### src/rtl/wptr_full_level.sv
// Write-domain pointer/status block for the dual-clock Gray FIFO: binary/Gray
// write pointer, zero-latency full, fill level, almost-full and sticky overflow.
module wptr_full_level #(
  parameter int ADDRSIZE = 4
) (
  input  logic                wclk,
  input  logic                wrst_n,
  input  logic                winc,
  input  logic [ADDRSIZE:0]   wq2_rptr,
  input  logic [ADDRSIZE:0]   afull_thresh,
  input  logic                wovf_clr,
  output logic [ADDRSIZE-1:0] waddr,
  output logic [ADDRSIZE:0]   wptr,
  output logic                wfull,
  output logic                walmost_full,
  output logic [ADDRSIZE:0]   wlevel,
  output logic                woverflow
);

  localparam int A = ADDRSIZE;

  function automatic logic [A:0] bin2gray(input logic [A:0] b);
    return (b >> 1) ^ b;
  endfunction

  function automatic logic [A:0] gray2bin(input logic [A:0] g);
    logic [A:0] b;
    b[A] = g[A];
    for (int i = A - 1; i >= 0; i--) begin
      b[i] = b[i+1] ^ g[i];
    end
    return b;
  endfunction

  logic [A:0] wbin_r       = '0;
  logic [A:0] wptr_r       = '0;
  logic [A:0] wlevel_r     = '0;
  logic       wfull_r      = 1'b0;
  logic       walmost_r    = 1'b0;
  logic       woverflow_r  = 1'b0;

  logic       wacc_s;
  logic [A:0] wbinnext_s;
  logic [A:0] wgraynext_s;
  logic [A:0] rbin_s;
  logic [A:0] level_next_s;
  logic       full_next_s;
  logic       almost_next_s;
  logic       ovf_next_s;

  // Next-state pointers, level and flags from the current write state and synced read pointer
  always_comb begin
    wacc_s        = 1'b0;
    wbinnext_s    = wbin_r;
    wgraynext_s   = wptr_r;
    rbin_s        = '0;
    level_next_s  = '0;
    full_next_s   = 1'b0;
    almost_next_s = 1'b0;
    ovf_next_s    = woverflow_r;

    wacc_s        = winc & ~wfull_r;
    wbinnext_s    = wbin_r + {{A{1'b0}}, wacc_s};
    wgraynext_s   = bin2gray(wbinnext_s);
    rbin_s        = gray2bin(wq2_rptr);
    level_next_s  = wbinnext_s - rbin_s;
    // Full when the write pointer is exactly one lap ahead: top two Gray bits inverted
    full_next_s   = (wgraynext_s == {~wq2_rptr[A:A-1], wq2_rptr[A-2:0]});
    almost_next_s = (level_next_s >= afull_thresh);

    // Set dominates clear so a write rejected in the clearing cycle is not lost
    if (winc & wfull_r) begin
      ovf_next_s = 1'b1;
    end else if (wovf_clr) begin
      ovf_next_s = 1'b0;
    end else begin
      ovf_next_s = woverflow_r;
    end
  end

  // State registers with synchronous active-low reset
  always_ff @(posedge wclk) begin
    if (!wrst_n) begin
      wbin_r      <= '0;
      wptr_r      <= '0;
      wlevel_r    <= '0;
      wfull_r     <= 1'b0;
      walmost_r   <= 1'b0;
      woverflow_r <= 1'b0;
    end else begin
      wbin_r      <= wbinnext_s;
      wptr_r      <= wgraynext_s;
      wlevel_r    <= level_next_s;
      wfull_r     <= full_next_s;
      walmost_r   <= almost_next_s;
      woverflow_r <= ovf_next_s;
    end
  end

  assign waddr        = wbin_r[A-1:0];
  assign wptr         = wptr_r;
  assign wfull        = wfull_r;
  assign walmost_full = walmost_r;
  assign wlevel       = wlevel_r;
  assign woverflow    = woverflow_r;

endmodule

### config.mk
export PLATFORM = sky130hd
export DESIGN_NAME = wptr_full_level
export DESIGN_NICKNAME = d
export VERILOG_FILES = /design/src/rtl/wptr_full_level.sv
export SDC_FILE = /design/constraint.sdc
export NUM_CORES = 1
export LEC_CHECK = 0
export ABC_AREA = 1
export CORE_MARGIN = 2
export CORE_UTILIZATION = 40
export CTS_CLUSTER_DIAMETER = 80
export DETAILED_ROUTE_END_ITERATION = 16
export PLACE_DENSITY = 0.79
export SETUP_SLACK_MARGIN = 0.02
export SYNTH_ARGS = -nofsm -noshare
export SYNTH_HDL_FRONTEND = slang
export SYNTH_SLANG_ARGS = --single-unit
### constraint.sdc
create_clock -name wclk -period 3.7 [get_ports wclk]
set_input_delay 0.925 -clock wclk [delete_from_list [all_inputs] [get_ports wclk]]
set_output_delay 0.925 -clock wclk [all_outputs]
set_load 0.005 [all_outputs]
## After elaboration in Yosys (flattened, before gate mapping)

Index checks and enable logic that the tools add are counted.

- Output and inout port bits: 17
- Logic and storage cells: 22
- Bits in registers: 18
- Input bits: 14

- $lt $le $gt $ge: 1
- $add $sub $neg: 2
- Reductions and logical operators: 1
- Equal/unequal tests: 1
- Bitwise logic cells: 9
- Mux-type cells: 2

Operators with widths:

| operator | count |
|---|---|
| 5-bit by 1-bit adder with 5-bit output | 1 |
| 5-bit == test | 1 |
| 5-bit greater-or-equal comparator | 1 |
| 5-bit subtractor | 1 |
| 4-bit by 5-bit XOR with 5-bit output | 1 |
| 1-bit XOR | 4 |
| 1-bit bitwise AND | 2 |
| 1-bit two-way mux | 2 |
| 2-bit NOT | 1 |
| 2-bit nonzero test | 1 |
| 1-bit NOT | 1 |

## Logic depth before layout (Yosys ltp)

Gate-level depths: netlist of run 1.

- Depth in word-level cells: 6
- Depth in mapped cells: 23
- Gate-level depth less buffers: 23

## Worst setup path before layout of run 1

No wires, ideal clock.

- Kind: input-to-reg
- Start point: input winc
- End point: register walmost_r (netlist: walmost_full)
- Setup slack: 0.169 ns
- Required time: 3.572 ns
- Data arrival time: 3.404 ns
- Buffers on the path: 0
- Stages: 16
- Setup time: 0.128 ns
- Path through: inv_1 > nor2_1 > ha_1 > ha_1 > inv_2 > fa_1 > nor2_2 > nor2_1 > o21bai_1 > xor2_1 > inv_1 > ha_1 > a21oi_1 > o21ai_0 > a211oi_1 > nor2_1

- Cells in the longest elaborated chain, start to end: 4

Ends and longest elaborated chain:

| item | line | source |
|---|---|---|
| from (decl) | 8 | `input logic winc,` |
| 1-bit bitwise AND | 62 | `wacc_s = winc & ~wfull_r;` |
| 5-bit by 1-bit adder with 5-bit output | 63 | `wbinnext_s = wbin_r + {{A{1'b0}}, wacc_s};` |
| via wbinnext_s[1] | 43 | `logic [A:0] wbinnext_s;` |
| 5-bit subtractor | 66 | `level_next_s = wbinnext_s - rbin_s;` |
| via level_next_s[4] | 46 | `logic [A:0] level_next_s;` |
| 5-bit greater-or-equal comparator | 69 | `almost_next_s = (level_next_s >= afull_thresh);` |
| to (signal assigned) | 95 | `walmost_r <= almost_next_s;` |
| to (decl) | 39 | `logic walmost_r = 1'b0;` |

The timed path passes the listed nets, and every way through them passes these cells.
A chain may end at the register's enable or synchronous reset.

## Final worst setup path of run 1

- Start point: input wq2_rptr[4]
- End point: register walmost_r (netlist: walmost_full)

- Cells in the longest elaborated chain, start to end: 6

Ends and longest elaborated chain:

| item | line | source |
|---|---|---|
| from (decl) | 9 | `input logic [ADDRSIZE:0] wq2_rptr,` |
| 1-bit XOR (4 in a row) | 30 | `b[i] = b[i+1] ^ g[i];` |
| 5-bit subtractor * | 66 |  |
| via level_next_s[4] | 46 |  |
| 5-bit greater-or-equal comparator * | 69 |  |

The timed path passes the listed nets; every way through them passes the cells marked *.

==> results.cfg, run 1 <==
[routing]
firstDrtPassIters = 4
drt_iter0_markers = 43
ant_nets = 0
detail_route.wl_per_cell_um = 10.8
wirelength_mm = 2.75
via_count = 1217
drc = 0
viasPerCell = 4.79

[power_and_ir_drop]
p_per_area_nw_per_um2 = 330
p_total_mw = 0.562
p_leak_nw = 0.885
max-vdd-ir-drop_uv = 258

[timing]
hold_viol = 0
finalCriticalPeriod_ns = 3.55
worstMarginPinSlew_ns = 0.475
relSlewSlack_pct = 68.3
whs_ns = 0.474
skew_ns = 0.0131
fmax_ghz = 0.281
fin_tns_setup_ns = 0
finalCritPeriodShare_pct = 96.0
setup_viol = 0
slew_viol_final = 0
setup_ws_ns = 0.146

[clocking]
ctsHoldBuffers = 0
cts_tree = yes
clk_latency_ns = 0.29
cts.clk_slew.worst_paths_ns = 0.11
htreeDepth = 1
max-clock-path-buffers = 2
root_buffer = clkbuf_4
cts_sinks = 17
numCtsBuffers = 3

[floorplanning]
core.rowCount = 19
fp.dieArea_um2 = 3190
die-width_um = 56.5
core-area_um2 = 2690
io_pins = 31
die_h_um = 56.5
start_util_pct = 41.0

[place]
portBuffers = 30
place_congestion = 0.795
place_area_um2 = 1560
place_hpwl_mm = 1.94
pre_cts_ws_ns = -0.504
dp_cells = 243

[worst_setup_path]
cpPeakStageDelay_ns = 0.41
required_ns = 3.88
crit_type = input port to flip-flop
cp_max_fo = 4
setup.worst_path.start_class = input port
cp-end-kind = flip-flop
crit_path_cell_trace = clkdlybuf4s15_1, inv_2, nand2_1, nand2_1, nand2_1, nand2_2, inv_1, nand2_2, nand2_2, nand2_1, nand2_1, inv_1, ha_2, fa_2, nor2_4, nor2_1, o21bai_1, xor2_1, inv_1, ha_4, a21oi_2, o21ai_1, a211oi_1, nor2_1
path_common_cell = nand2_1
arrival_ns = 3.73
slowest_stage = fa_2

[synthesis]
yosysMostFrequentCell = nand2_1
async_flop_share_pct = 0
ys_seq_area_share_pct = 30.9
ys.flop_type = dfxtp_1
synth_area_leader_cell = dfxtp_1
synthTopCellsByArea = dfxtp_1 31%, nand2_1 17%, ha_1 13%
syn_avg_cell_area_um2 = 6.63
yosys-top-cells-count = 49 x nand2_1, 26 x inv_1, 20 x nor2_1, 17 x dfxtp_1
yosysWarningCount = 0
synth_edf_count = 0
syn-num-nets = 192
ys_ff_latch = 17
netlist_instances = 166
synth_cell_types = 20
syn_area_um2 = 1100
synth.top_cell.area_share_pct = 30.9

[cells_and_area]
finish.utilization_pct = 63.4
layout.cells.non_filler = 254
syn_to_final_growth_pct = 54.8
fin_nets = 250
fin_area_um2 = 1700
diodes = 0
drive_gt1_share_pct = 24.2

[global_route]
grt_max_degree = 15
overflow = 0
antenna_found_initial = 0
grt_pass1_vias = 1029
grt.total_usage_pct = 16.8
grt_pass1_wl_mm = 4.24

[outcome]
outcome = finished, final reports clean

[min_path]
hold_path_class = flip-flop to flip-flop

[job]
cap_viol_max_count = 0
==> kinds of logic (layout without fill, tap and decap cells) <==
family / after synthesis / after routing / synth area share [%]
AOI/OAI and AO/OA: 9 / 9 / 4.55
and+or+nand+nor: 95 / 95 / 37.4
buffers and inverters: 31 / 88 / 11.2
DFF: 17 / 17 / 30.9
xor gates and xnor gates: 2 / 2 / 1.59
adders and majority gates: 12 / 12 / 14.3
==> what timing repair did <==
item                                    4_1_cts  5_1_grt
pin swaps                                     2        9
buffers inserted                              4        3
gates cloned                                  0        0
resized for setup                             4       19
endpoints found under the setup margin        1        2
==> per-layer routing <==
| metal | vias up | wire length (µm) | global-route usage [%] | part of all wire [%] |
|---|---|---|---|---|
| met5 | - | 0 | 0 | 0 |
| met4 | 0 | 10 | 7.82 | 0.36 |
| met3 | 2 | 132 | 3.00 | 4.8 |
| met2 | 39 | 1350 | 28.1 | 49 |
| met1 | 543 | 1260 | 20.7 | 46 |
| li1 | 633 | - | - | - |
==> area by class of cell <==
class	count	area, µm²
flip-flops and latches	17	340
clock buffers	3	22.5
clock inverters	1	5.00
fillers	236	982
inverters	29	109
repair buffers	55	488
well taps	31	38.8
multi-input cells	118	701
==> report_power, final <==
group / internal [mW] / switching [mW]
Combinational: 0.139 / 0.116
Sequential: 0.201 / 0.00695
Clock: 0.0402 / 0.0585
==> registers in the layout, indices dropped and copies added, names as in the netlist <==
signal / cells
walmost_full: 1
wlevel: 5
woverflow: 1
wptr: 4
wfull: 1
wbin_r: 5
==> path summary, 6_finish.rpt <==
check	end	cells after the start	from	slack (ns)
max	walmost_full	24	wq2_rptr[4]	0.15
min	woverflow	2	woverflow	0.47
max reg2reg	walmost_full	15	wfull	0.81
min reg2reg	woverflow	2	woverflow	0.47
==> placed cells by master (no fill, tap or decap), drive strengths merged <==
cell,netlist,layout
ha,11,11
nand3,11,11
nand2,56,56
a211oi,1,1
nor2,22,22
o21bai,1,1
inv,29,29
clkinv,0,1
buf,1,25
xor2,2,2
dlymetal6s2s,0,2
o21ai,2,2
a21oi,5,5
fa,1,1
clkbuf,1,4
dfxtp,17,17
nand4,5,5
clkdlybuf4s15,0,1
nor3,1,1
clkdlybuf4s50,0,26
==> worst max-delay path: cells and delay by family <==
family | cells | cell delay, ns
adders and majority gates | 3 | 0.86
and+or+nand+nor | 11 | 0.67
AOI/OAI and AO/OA | 4 | 0.54
buffers and inverters | 5 | 0.49
xor gates and xnor gates | 1 | 0.23
(Power assumes the default switching activity.)
==> run 2, diff against run 1 <==
--- a/config.mk
+++ b/config.mk
@@ -7,10 +7,10 @@
 export LEC_CHECK = 0
 export ABC_AREA = 1
 export CORE_MARGIN = 2
-export CORE_UTILIZATION = 40
+export CORE_UTILIZATION = 42
 export CTS_CLUSTER_DIAMETER = 80
 export DETAILED_ROUTE_END_ITERATION = 16
-export PLACE_DENSITY = 0.79
+export PLACE_DENSITY = 0.82
 export SETUP_SLACK_MARGIN = 0.02
 export SYNTH_ARGS = -nofsm -noshare
 export SYNTH_HDL_FRONTEND = slang
==> results.cfg, run 2 (synthesis results as in run 1) <==
[clocking]
clk_latency_ns = 0.29
cts.clk_slew.worst_paths_ns = 0.10
root_buffer = clkbuf_4
cts_sinks = 17
numCtsBuffers = 3
max-clock-path-buffers = 2
cts_tree = yes
htreeDepth = 1
ctsHoldBuffers = 0

[power_and_ir_drop]
pwr-share-seq_pct = 37.3
swShare_pct = 32.3
p_leak_nw = 0.864
p_switching_mw = 0.180
p_total_mw = 0.559
p_per_area_nw_per_um2 = 333
clkPwrFrac_pct = 17.7
pwr-share-comb_pct = 45.1
p_int_mw = 0.378
max-vdd-ir-drop_uv = 288

[timing]
worstMarginPinSlew_ns = 0.473
skew_ns = 0.00994
fmax_ghz = 0.284
hold_viol = 0
setup_ws_ns = 0.179
relSlewSlack_pct = 68.4
finalCritPeriodShare_pct = 95.2
slew_viol_final = 0
setup_viol = 0
finalCriticalPeriod_ns = 3.52

[place]
portBuffers = 30
pre_cts_ws_ns = -0.568
place_congestion = 0.840
place_hpwl_mm = 1.90

[global_route]
overflow = 0
grt_pass1_vias = 1015
grt.total_usage_pct = 16.8
grt_pass1_wl_mm = 4.13
grt_max_degree = 15
antenna_found_initial = 0

[worst_setup_path]
setup.worst_path.start_class = input port
required_ns = 3.86
crit_type = input port to flip-flop
cpPeakStageDelay_ns = 0.39
crit_path_cell_trace = clkdlybuf4s15_1, nand3_1, nand2_2, inv_1, nand2_2, nand2_2, nand2_1, nand2_1, inv_1, ha_2, fa_2, nor2_4, nor2_1, o21bai_1, xor2_1, inv_1, ha_4, a21oi_2, o21ai_1, a211oi_2, nor2_1
cp_max_fo = 4
cp-end-kind = flip-flop
arrival_ns = 3.68
slowest_stage = fa_2
r2r_cells = 15
reg2reg_slack_ns = 0.78
r2r-start = wfull
reg2reg_to = walmost_full

[floorplanning]
die_h_um = 55.2
io_pins = 31
fp.dieArea_um2 = 3050
core-area_um2 = 2480
core.rowCount = 18
die-width_um = 55.2
start_util_pct = 44.4

[cells_and_area]
final_cell_mix = 43 x nand2_1, 25 x inv_1, 25 x clkdlybuf4s50_1
syn_to_final_growth_pct = 52.3
drive_gt1_share_pct = 24.2
multi_input_area_um2 = 711
regArea_um2 = 340
layout_commonest_cell = nand2_1
diodes = 0
fin_nets = 246
n_fill_cell = 213

[routing]
ant_nets = 0
drc = 0
wirelength_mm = 2.70
drt_iter0_markers = 43
firstDrtPassIters = 4
viasPerCell = 4.81
detail_route.wl_per_cell_um = 10.9
via_count = 1197

[outcome]
outcome = finished, final reports clean

[min_path]
hold-path-cell-count = 2
min-delay-start = woverflow
hold_path_class = flip-flop to flip-flop
holdPathEnd = woverflow

[job]
cap_viol_max_count = 0
run 2: metrics by stage:
stage,std cells,area (µm²),utilization [%],TNS (ns),hold slack (ns)
4_1_cts,244,1600,64.4,0,0.472
3_5_place_dp,238,1530,61.7,-0.568,0.460
2_1_floorplan,166,1100,-,0,0.455
3_3_place_gp,238,1530,61.7,-0.456,0.454
6_report,249,1680,67.7,0,0.469
5_1_grt,249,1680,67.7,-0.0587,0.493
run 2: cell type report:
cell class	count	area share, %
Multi-Input combinational cell	118	42.4
Clock buffer	4	1.57
Sequential cell	17	20.3
Inverter	29	6.49
Timing Repair Buffer	51	27.0
Tap cell	30	2.24
run 2: metal layers:
| metal | GRT usage, % | up-vias | wire length, µm |
|---|---|---|---|
| met5 | 0 | - | 0 |
| met4 | 7.32 | 0 | 29 |
| met3 | 1.41 | 4 | 97 |
| met2 | 28.4 | 30 | 1350 |
| met1 | 21.6 | 542 | 1230 |
| li1 | - | 621 | - |
run 2: timing repair:
action	in CTS	in global routing
resized for setup	7	21
buffers inserted	2	5
endpoints found under the setup margin	1	1
cloned	0	0
pin swaps	4	12
run 2: worst max path at each step:
stage,start,end,slack [ns],depth (start not counted)
2_1_floorplan,winc,walmost_full,0.17,16
3_3_place_gp,wq2_rptr[4],walmost_full,-0.46,24
3_5_place_dp,wq2_rptr[4],walmost_full,-0.57,24
4_1_cts,winc,walmost_full,0.04,20
5_1_grt,wq2_rptr[3],walmost_full,-0.06,24
6_report,wq2_rptr[2],walmost_full,0.18,21
run 2: power groups by stage:
stage	Sequential, mW	Clock [mW]	Combinational [mW]
finish	0.208	0.0988	0.252
global route	0.210	0.110	0.282
CTS	0.208	0.102	0.223
detailed placement	0.212	0	0.212
global placement	0.212	0	0.206
floorplan	0.214	0	0.113
run 2: worst max-delay path: cells and delay by family:
kind,cells,cell delay (ns)
compound gates,4,0.56
xor+xnor,1,0.22
fa+ha+maj,3,0.84
buf+inv,4,0.43
simple gates,9,0.71
==> run 3, diff against run 2 <==
--- a/config.mk
+++ b/config.mk
@@ -10,7 +10,7 @@
 export CORE_UTILIZATION = 42
 export CTS_CLUSTER_DIAMETER = 80
 export DETAILED_ROUTE_END_ITERATION = 16
-export PLACE_DENSITY = 0.82
+export PLACE_DENSITY = 0.78
 export SETUP_SLACK_MARGIN = 0.02
 export SYNTH_ARGS = -nofsm -noshare
 export SYNTH_HDL_FRONTEND = slang
==> constraint.sdc (replaced) <==
create_clock -name wclk -period 3.2 [get_ports wclk]
set_input_delay 0.8 -clock wclk [delete_from_list [all_inputs] [get_ports wclk]]
set_output_delay 0.8 -clock wclk [all_outputs]
set_load 0.005 [all_outputs]
==> results.cfg, run 3 (synthesis results as in run 1) <==
[outcome]
outcome = finished, final reports clean

[floorplanning]
die_h_um = 55.2
start_util_pct = 44.4
fp.dieArea_um2 = 3050
core-area_um2 = 2480
core.rowCount = 18
die-width_um = 55.2
io_pins = 31

[cells_and_area]
diodes = 0
syn_to_final_growth_pct = 82.8
fin_nets = 267
fin_area_um2 = 2010
final_cell_mix = 41 x nand2_1, 41 x buf_4, 25 x clkdlybuf4s50_1
drive_gt1_share_pct = 40.4

[timing]
fmax_ghz = 0.315
setup_viol = 0
rsz0062_at_grt = yes
hold_viol = 0
finalCritPeriodShare_pct = 99.3
whs_ns = 0.481
slew_viol_final = 0
setup_ws_ns = 0.0231
finalCriticalPeriod_ns = 3.18
skew_ns = 0.00945
relSlewSlack_pct = 67.2
worstMarginPinSlew_ns = 0.491

[place]
place_hpwl_mm = 2.10
place_congestion = 0.842
pre_cts_ws_ns = -0.830
portBuffers = 30
place_area_um2 = 1590

[power_and_ir_drop]
p_leak_nw = 0.992
max-vdd-ir-drop_uv = 382
p_per_area_nw_per_um2 = 375

[clocking]
root_buffer = clkbuf_4
cts_tree = yes
htreeDepth = 1
ctsHoldBuffers = 0
cts.clk_slew.worst_paths_ns = 0.11
max-clock-path-buffers = 2
numCtsBuffers = 3
cts_sinks = 17
clk_latency_ns = 0.31

[worst_setup_path]
crit_path_cell_trace = buf_8, inv_4, nand2_8, nand3_2, nand2_4, inv_2, nand2_2, nand2_2, nand2_1, nand2_1, inv_2, ha_4, fa_2, nor2_4, nor2_4, o21bai_4, xor2_2, inv_1, ha_4, a21oi_2, o21ai_1, a211oi_2, nor2_1
crit_type = input port to flip-flop
r2r-start = wfull
setup.worst_path.start_class = input port
required_ns = 3.38
cpPeakStageDelay_ns = 0.36
reg2reg_slack_ns = 0.34
critPathTopFamily = adder cells
cp-end-kind = flip-flop
worst-path-buf-inv = 5
path_depth = 23
arrival_ns = 3.36
slowest_stage = fa_2
r2r_cells = 18
cp_max_fo = 4
reg2reg_to = walmost_full

[routing]
detail_route.wl_per_cell_um = 15.7
drt_iter0_markers = 115
viasPerCell = 5.40
firstDrtPassIters = 5
via_count = 1459
drc = 0
ant_nets = 0
wirelength_mm = 4.24

[min_path]
holdPathEnd = woverflow
hold_path_class = flip-flop to flip-flop
min-delay-start = woverflow
hold-path-cell-count = 2

[global_route]
grt.total_usage_pct = 26.7
grt_pass1_wl_mm = 6.56
antenna_found_initial = 0
grt_max_degree = 15
overflow = 0
grt_pass1_vias = 1511

[job]
cap_viol_max_count = 0
[run 3: layer usage]
| metal | GRT usage, % | wire length (µm) | up-vias |
|---|---|---|---|
| met5 | 0 | 0 | - |
| met4 | 18.8 | 259 | 0 |
| met3 | 4.68 | 258 | 28 |
| met2 | 47.4 | 2100 | 86 |
| met1 | 28.2 | 1630 | 680 |
| li1 | - | - | 665 |
[run 3: tightest hold or removal path, cell delays in order (launching register included)]
cell and delay (ns):
dfxtp_1 0.33, nand2_1 0.07, a21oi_1 0.05
[run 3: through the flow]
| stage | power (mW) | util [%] | std cells | setup TNS, ns |
|---|---|---|---|---|
| finish | 0.755 | 81.3 | 270 | 0 |
| global route | 0.800 | 81.3 | 270 | -0.122 |
| CTS | 0.682 | 75.5 | 271 | -0.0811 |
| detailed placement | 0.505 | 64.0 | 242 | -1.03 |
| global placement | 0.495 | 64.0 | 242 | -0.749 |
| floorplan | 0.385 | - | 166 | -0.0250 |
[run 3: how the worst max path moves through the flow]
| stage | start | to | slack, ns |
|---|---|---|---|
| 6_report | wq2_rptr[4] | walmost_full | 0.02 |
| 5_1_grt | wq2_rptr[4] | walmost_full | -0.12 |
| 4_1_cts | wq2_rptr[3] | walmost_full | -0.08 |
| 3_5_place_dp | wq2_rptr[4] | walmost_full | -0.83 |
| 3_3_place_gp | wq2_rptr[3] | walmost_full | -0.67 |
| 2_1_floorplan | wq2_rptr[3] | walmost_full | -0.03 |
[run 3: repair_timing]
item                                    in CTS  in global routing
hold endpoints to repair                     0                  0
pin swaps                                   18                 25
resized for setup                           43                 32
buffers inserted                            25                  3
endpoints found under the setup margin       1                  1
[run 3: report_power, final]
group	switching, mW	internal (mW)
Combinational	0.182	0.209
Sequential	0.00932	0.232
Clock	0.0735	0.0487
[run 3: cell type report]
type                       instances  area, µm²
inverter                          29        121
multi-input combinational        118        865
sequential                        17        340
clock buffer                       4       26.3
tap                               30       37.5
timing repair buffer              72        623
fill                             142        464
